File: config.mk
export PLATFORM = sky130hd
export DESIGN_NAME = fetch_port
export DESIGN_NICKNAME = d
export VERILOG_FILES = /design/src/rtl/fetch_port_pkg.sv /design/src/rtl/fetch_window.sv /design/src/rtl/fetch_port.sv
export SDC_FILE = /design/constraint.sdc
export NUM_CORES = 1
export LEC_CHECK = 0
export CORE_MARGIN = 3
export CORE_UTILIZATION = 29
export CTS_BUF_LIST = sky130_fd_sc_hd__clkbuf_8 sky130_fd_sc_hd__clkbuf_16
export DETAILED_ROUTE_END_ITERATION = 10
export SETUP_SLACK_MARGIN = 0.3
export SLEW_MARGIN = 20
export SYNTH_ARGS = -nofsm -noshare
export SYNTH_HDL_FRONTEND = slang
export SYNTH_SLANG_ARGS = --single-unit
File: constraint.sdc
create_clock -name clk -period 7.3 [get_ports clk]
set_input_delay 1.46 -clock clk [delete_from_list [all_inputs] [get_ports clk]]
set_output_delay 1.46 -clock clk [all_outputs]
set_load 0.05 [all_outputs]
File: src/rtl/fetch_port_pkg.sv
// fetch_port_pkg: shared widths, types and window depth for the instruction fetch port.
// Configuration macro: FETCH_PREFETCH_EN selects a three-slot window with speculative
// prefetch of the word after the argument; undefined gives a two-slot window.
package fetch_port_pkg;

  localparam int unsigned WORD_W  = 16;
  localparam int unsigned WADDR_W = 15;

`ifdef FETCH_PREFETCH_EN
  localparam int unsigned NSLOT = 3;
`else
  localparam int unsigned NSLOT = 2;
`endif

  // Slot index width covers both window depths.
  localparam int unsigned IDX_W = 2;

  typedef logic [WORD_W-1:0]  word_t;
  typedef logic [WADDR_W-1:0] waddr_t;
  typedef logic [IDX_W-1:0]   idx_t;

  // Word-address distance, wrapping mod 2^WADDR_W.
  function automatic waddr_t waddr_dist(input waddr_t a, input waddr_t b);
    return a - b;
  endfunction

endpackage

File: src/rtl/fetch_window.sv
// fetch_window: slot/valid registers of the instruction window.
// Aligns the registered window to the current word address every cycle (keep, shift
// down, or flush), applies at most one slot write, and reports the lowest slot still
// empty after that write. The aligned view is what the outputs show and what commits.
// Ports:
//   clk, rst         clock and synchronous active-high reset
//   p                current word address (pc[15:1])
//   wr_en/idx/data   slot write from an accepted memory response
//   base             aligned base (word address of slot 0)
//   valid            aligned valid bits
//   opc, arg, hold   aligned slot 0 / slot 1 words and not-ready flag
//   miss, miss_idx   an empty slot remains after the write, and the lowest one
// Depth follows FETCH_PREFETCH_EN through fetch_port_pkg.
module fetch_window
  import fetch_port_pkg::*;
(
  input  logic             clk,
  input  logic             rst,
  input  waddr_t           p,
  input  logic             wr_en,
  input  idx_t             wr_idx,
  input  word_t            wr_data,
  output waddr_t           base,
  output logic [NSLOT-1:0] valid,
  output word_t            opc,
  output word_t            arg,
  output logic             hold,
  output logic             miss,
  output idx_t             miss_idx
);

  localparam int N = int'(NSLOT);

  waddr_t           base_q;
  logic [NSLOT-1:0] v_q, v_a, v_d;
  word_t            w_q [NSLOT];
  word_t            w_a [NSLOT];
  word_t            w_d [NSLOT];
  waddr_t           d;

  // Alignment: after any shift or flush, slot 0 always sits at p.
  always_comb begin
    d = waddr_dist(p, base_q);
    v_a = '0;
    for (int i = 0; i < N; i++) w_a[i] = '0;
    for (int s = 0; s < N; s++) begin
      if (d == waddr_t'(s)) begin
        for (int i = 0; i + s < N; i++) begin
          v_a[i] = v_q[i+s];
          w_a[i] = w_q[i+s];
        end
      end
    end
  end

  always_comb begin
    v_d = v_a;
    for (int i = 0; i < N; i++) begin
      w_d[i] = w_a[i];
      if (wr_en && wr_idx == idx_t'(i)) begin
        v_d[i] = 1'b1;
        w_d[i] = wr_data;
      end
    end
  end

  // Lowest empty slot, counting the write landing this cycle as filled.
  always_comb begin
    miss     = 1'b0;
    miss_idx = '0;
    for (int i = N - 1; i >= 0; i--) begin
      if (!v_d[i]) begin
        miss     = 1'b1;
        miss_idx = idx_t'(i);
      end
    end
  end

  always_ff @(posedge clk) begin
    if (rst) begin
      base_q <= '0;
      v_q    <= '0;
      for (int i = 0; i < N; i++) w_q[i] <= '0;
    end else begin
      base_q <= p;
      v_q    <= v_d;
      for (int i = 0; i < N; i++) w_q[i] <= w_d[i];
    end
  end

  assign base  = p;
  assign valid = v_a;
  assign opc   = w_a[0];
  assign arg   = w_a[1];
  assign hold  = ~(v_a[0] & v_a[1]);

endmodule

File: src/rtl/fetch_port.sv
// fetch_port: instruction-word fetch port between a 16-bit memory bus and the fetch unit.
// Presents the words at PC and PC+2, holds the fetch unit until both are present, and
// refills the window with a single-outstanding req/ack read.
// Ports:
//   clk, rst             clock and synchronous active-high reset
//   pc                   byte PC (bit 0 ignored)
//   mem_req, mem_addr    registered read request and word address
//   mem_ack, mem_rdata   request accepted, data valid in the same cycle
//   fetch_opc, fetch_arg words at pc and pc+2, meaningful when hold=0
//   hold                 window not ready
// Configuration macro: FETCH_PREFETCH_EN (three-slot window with prefetch).
module fetch_port
  import fetch_port_pkg::*;
(
  input  logic              clk,
  input  logic              rst,
  input  logic [15:0]       pc,
  output logic              mem_req,
  output logic [14:0]       mem_addr,
  input  logic              mem_ack,
  input  logic [15:0]       mem_rdata,
  output logic [15:0]       fetch_opc,
  output logic [15:0]       fetch_arg,
  output logic              hold
);

  localparam int N = int'(NSLOT);

  waddr_t           p, base_a, j;
  logic [NSLOT-1:0] v_a;
  logic             wr_en, miss;
  idx_t             wr_idx, miss_idx;
  logic             req_q, req_d;
  waddr_t           addr_q, addr_d;
  logic             unused_pc0;

  assign p          = pc[15:1];
  assign unused_pc0 = pc[0];

  // Responses are filtered against the aligned window: stale or duplicate data is dropped.
  always_comb begin
    j      = waddr_dist(addr_q, base_a);
    wr_en  = 1'b0;
    wr_idx = '0;
    for (int i = 0; i < N; i++) begin
      if (req_q && mem_ack && j == waddr_t'(i) && !v_a[i]) begin
        wr_en  = 1'b1;
        wr_idx = idx_t'(i);
      end
    end
  end

  // A new request may go out when idle or on the ack edge (back-to-back).
  always_comb begin
    req_d  = req_q;
    addr_d = addr_q;
    if (!req_q || mem_ack) begin
      req_d = miss;
      if (miss) addr_d = base_a + waddr_t'(miss_idx);
    end
  end

  always_ff @(posedge clk) begin
    if (rst) begin
      req_q  <= 1'b0;
      addr_q <= '0;
    end else begin
      req_q  <= req_d;
      addr_q <= addr_d;
    end
  end

  fetch_window u_window (
    .clk      (clk),
    .rst      (rst),
    .p        (p),
    .wr_en    (wr_en),
    .wr_idx   (wr_idx),
    .wr_data  (mem_rdata),
    .base     (base_a),
    .valid    (v_a),
    .opc      (fetch_opc),
    .arg      (fetch_arg),
    .hold     (hold),
    .miss     (miss),
    .miss_idx (miss_idx)
  );

  assign mem_req  = req_q;
  assign mem_addr = addr_q;

endmodule

==> summary.txt <==
Rel. slew slack = 46.1%
Antenna viol nets, final = 0
Placer Congestion = 0.898
Synth-to-Final Area Change = 30.3%
Post-Route Utilization = 39.1%
# fillers = 1587
Starting DRT DRC Count = 250
Placed cell count = 829
Switching power = 0.000339 W
Most common cell in the synthesized netlist = nor2_1
Static leakage = 2.54 nW
DRC = 0
Chip height = 132 µm
Combinational share of power = 25.4%
Post-Layout Cell Count = 845
FMAX = 0.150 GHz
Outcome = finished clean
Post-synthesis cell count = 555
Finish-stage setup viols = 0
Syn nets = 622
Largest net degree at the start of global routing = 57
Worst setup margin = 0.635 ns
Initial Utilization = 30.0%
Reg clk slew, reported paths = 0.05 ns
Fin Setup TNS = 0 ns
Period minus WS final = 6.67 ns
Maxcap violations = 0
Worst path cell trace = clkdlybuf4s50_1 > inv_1 > ha_1 > fa_1 > xor2_1 > o311a_1 > o211ai_1 > a2111oi_1 > and4_1 > o2111ai_4 > buf_4 > nor2_2 > buf_4 > and2_1 > buf_12
Number of synthesized register bits = 65
Sw Ratio = 31.3%
Total core area = 15400 µm²
Post-synth EDFFs = 0
First-pass GRT wire length = 21700 µm
Final hold vios = 0
Worst setup path end = fetch_arg[8]
Die width = 132 µm
Syn_area_per_cell = 8.35 µm²
Slack of the worst reg-to-reg path = 2.17 ns
CTS tree = done
Root buffer cell = clkbuf_16
CTS sink cnt = 65
Crit Path Category = primary input to primary output
Clock Latency Late Sink = 0.34 ns
FF-to-FF path depth = 23
DRT Pass-1 Iters = 6
Share of the synthesized area in the top cell type = 28.1%
Port bufs = 82
Fraction of layout cells with a size suffix above 1 = 11.7%
Initial antenna violation count = 0
WL/cell = 16.2 µm
Yosys warning total = 0
Std-Cell Rows = 45
Slew Viols, Final = 0
Setup Skew = 0.00910 ns
Reg-to-Reg Start = mem_addr[0]
Worst hold path type = flip-flop to flip-flop
VDD IR max = 0.000117 V
TritonCTS buffer count = 9
Via count = 4379
Fin crit share = 91.3%
Place WS = 0.406 ns
Seq pwr share = 34.6%
Clock power frac = 40.1%
Sequential area share after synthesis = 28.1%
Req. time, crit path = 5.84 ns
Die area = 17500 µm²
Slew @ Worst Pin = 0.806 ns
CP max FO = 23
Synth cell types = 75
Crit path DAT = 5.21 ns
Total Wirelength = 13700 µm
Pwr/cell area = 180 nW/µm²
Ys async rst share = 0%
Congestion Overflow GR = 0
Worst Setup SP = pc[1]
Vias/cell = 5.18
Crit start category = primary input
RSZ-0062 raised after global routing = false
Clock Tree Buf Depth = 2
Slowest-stage cell, CP = clkdlybuf4s50_1
Synthesized cell area = 4630 µm²
Post-synth top cells = nor2_1, dfxtp_1, inv_1
Internal Pwr Total = 0.000746 W
CP most frequent cell = buf_4
Nets@finish = 696
Number of global-route vias before repair = 4226
Io pins = 84
Largest cells by area after synthesis = dfxtp_1, mux2i_1, ha_1
Post-detail-place hpwl = 10200 µm
# diodes = 0
Most common flop cell mapped by yosys = dfxtp_1
Critical Path Max Stage Delay = 0.56 ns
CP Capture Type = primary output
RR Endpoint = mem_addr[14]
GRT Util Overall = 15.2%
H-Tree Depth = 3
Leading area contributor after synthesis = dfxtp_1
cell type report:
type	count	area, µm²	share of cell area, %
Clock buffer	9	225	3.73
Clock inverter	7	77.6	1.28
Inverter	43	161	2.67
Multi-Input combinational cell	422	3030	50.2
Sequential cell	65	1300	21.5
Tap cell	211	264	4.37
Timing Repair Buffer	88	978	16.2
logic make-up after synthesis:
group	Yosys count	share of synthesized area [%]
xor+xnor	24	4.54
simple gates	194	21.8
mux	39	8.45
compound gates	133	21.7
flops	65	28.1
buf+inv	68	6.53
fa+ha+maj	32	8.96
metal layers:
metal / part of all wire, % / global-route usage [%] / up-vias
met5: 0 / 0 / -
met4: 1.4 / 4.10 / 0
met3: 8.7 / 5.55 / 18
met1: 45 / 19.9 / 2076
met2: 45 / 23.7 / 134
li1: - / - / 2151
worst max-delay path: cells and delay by family:
| family | cells | cell delay (ns) |
|---|---|---|
| fa+ha+maj | 2 | 0.72 |
| buf+inv | 5 | 1.29 |
| xor+xnor | 1 | 0.22 |
| compound gates | 4 | 0.85 |
| simple gates | 3 | 0.65 |
worst min-delay path by stage:
stage | startpoint | end | cells past startpoint
2_1_floorplan | u_window.w_q[0][16] | u_window.w_q[0][16] | 2
3_3_place_gp | u_window.w_q[0][29] | u_window.w_q[0][29] | 2
3_5_place_dp | u_window.w_q[0][25] | u_window.w_q[0][25] | 2
4_1_cts | u_window.w_q[0][25] | u_window.w_q[0][25] | 2
5_1_grt | mem_addr[0] | mem_addr[0] | 2
6_report | u_window.w_q[0][24] | u_window.w_q[0][24] | 2
registers in the layout, summed over array words and instances, names as in the netlist:
signal,flops
u_window.w_q,32
u_window.base_q,15
mem_addr,15
u_window.v_q,2
mem_req,1
through the flow:
| stage | power, W | hold WS [ns] | cell area [µm²] |
|---|---|---|---|
| floorplan | 0.000576 | 0.467 | 4630 |
| global placement | 0.000651 | 0.482 | 5740 |
| detailed placement | 0.000654 | 0.496 | 5740 |
| CTS | 0.00109 | 0.514 | 6040 |
| global route | 0.00114 | 0.531 | 6040 |
| finish | 0.00108 | 0.514 | 6040 |
what timing repair did:
action	in CTS	in global routing
endpoints found under the hold margin	0	0
buffers inserted	0	0
resized for setup	0	1
endpoints found under the setup margin	0	1
hold buffers	0	0
power by group through the flow:
stage | combinational [W] | sequential, W | clock [W]
finish | 0.000275 | 0.000375 | 0.000434
global route | 0.000302 | 0.000376 | 0.000459
CTS | 0.000273 | 0.000375 | 0.000446
detailed placement | 0.000271 | 0.000383 | 0
global placement | 0.000269 | 0.000382 | 0
floorplan | 0.000174 | 0.000402 | 0
placed cells by master (no fill, tap or decap), types with 17 or more instances in the layout:
cell type	synthesis	routed
and2_1	17	17
buf_4	0	23
a32oi_1	17	17
dfxtp_1	65	65
mux2i_1	38	38
xnor2_1	17	17
clkdlybuf4s50_1	0	48
nor2_1	82	82
ha_1	30	30
inv_1	42	42
a21oi_1	35	35
No activity file was read; power rests on OpenSTA's default activity.
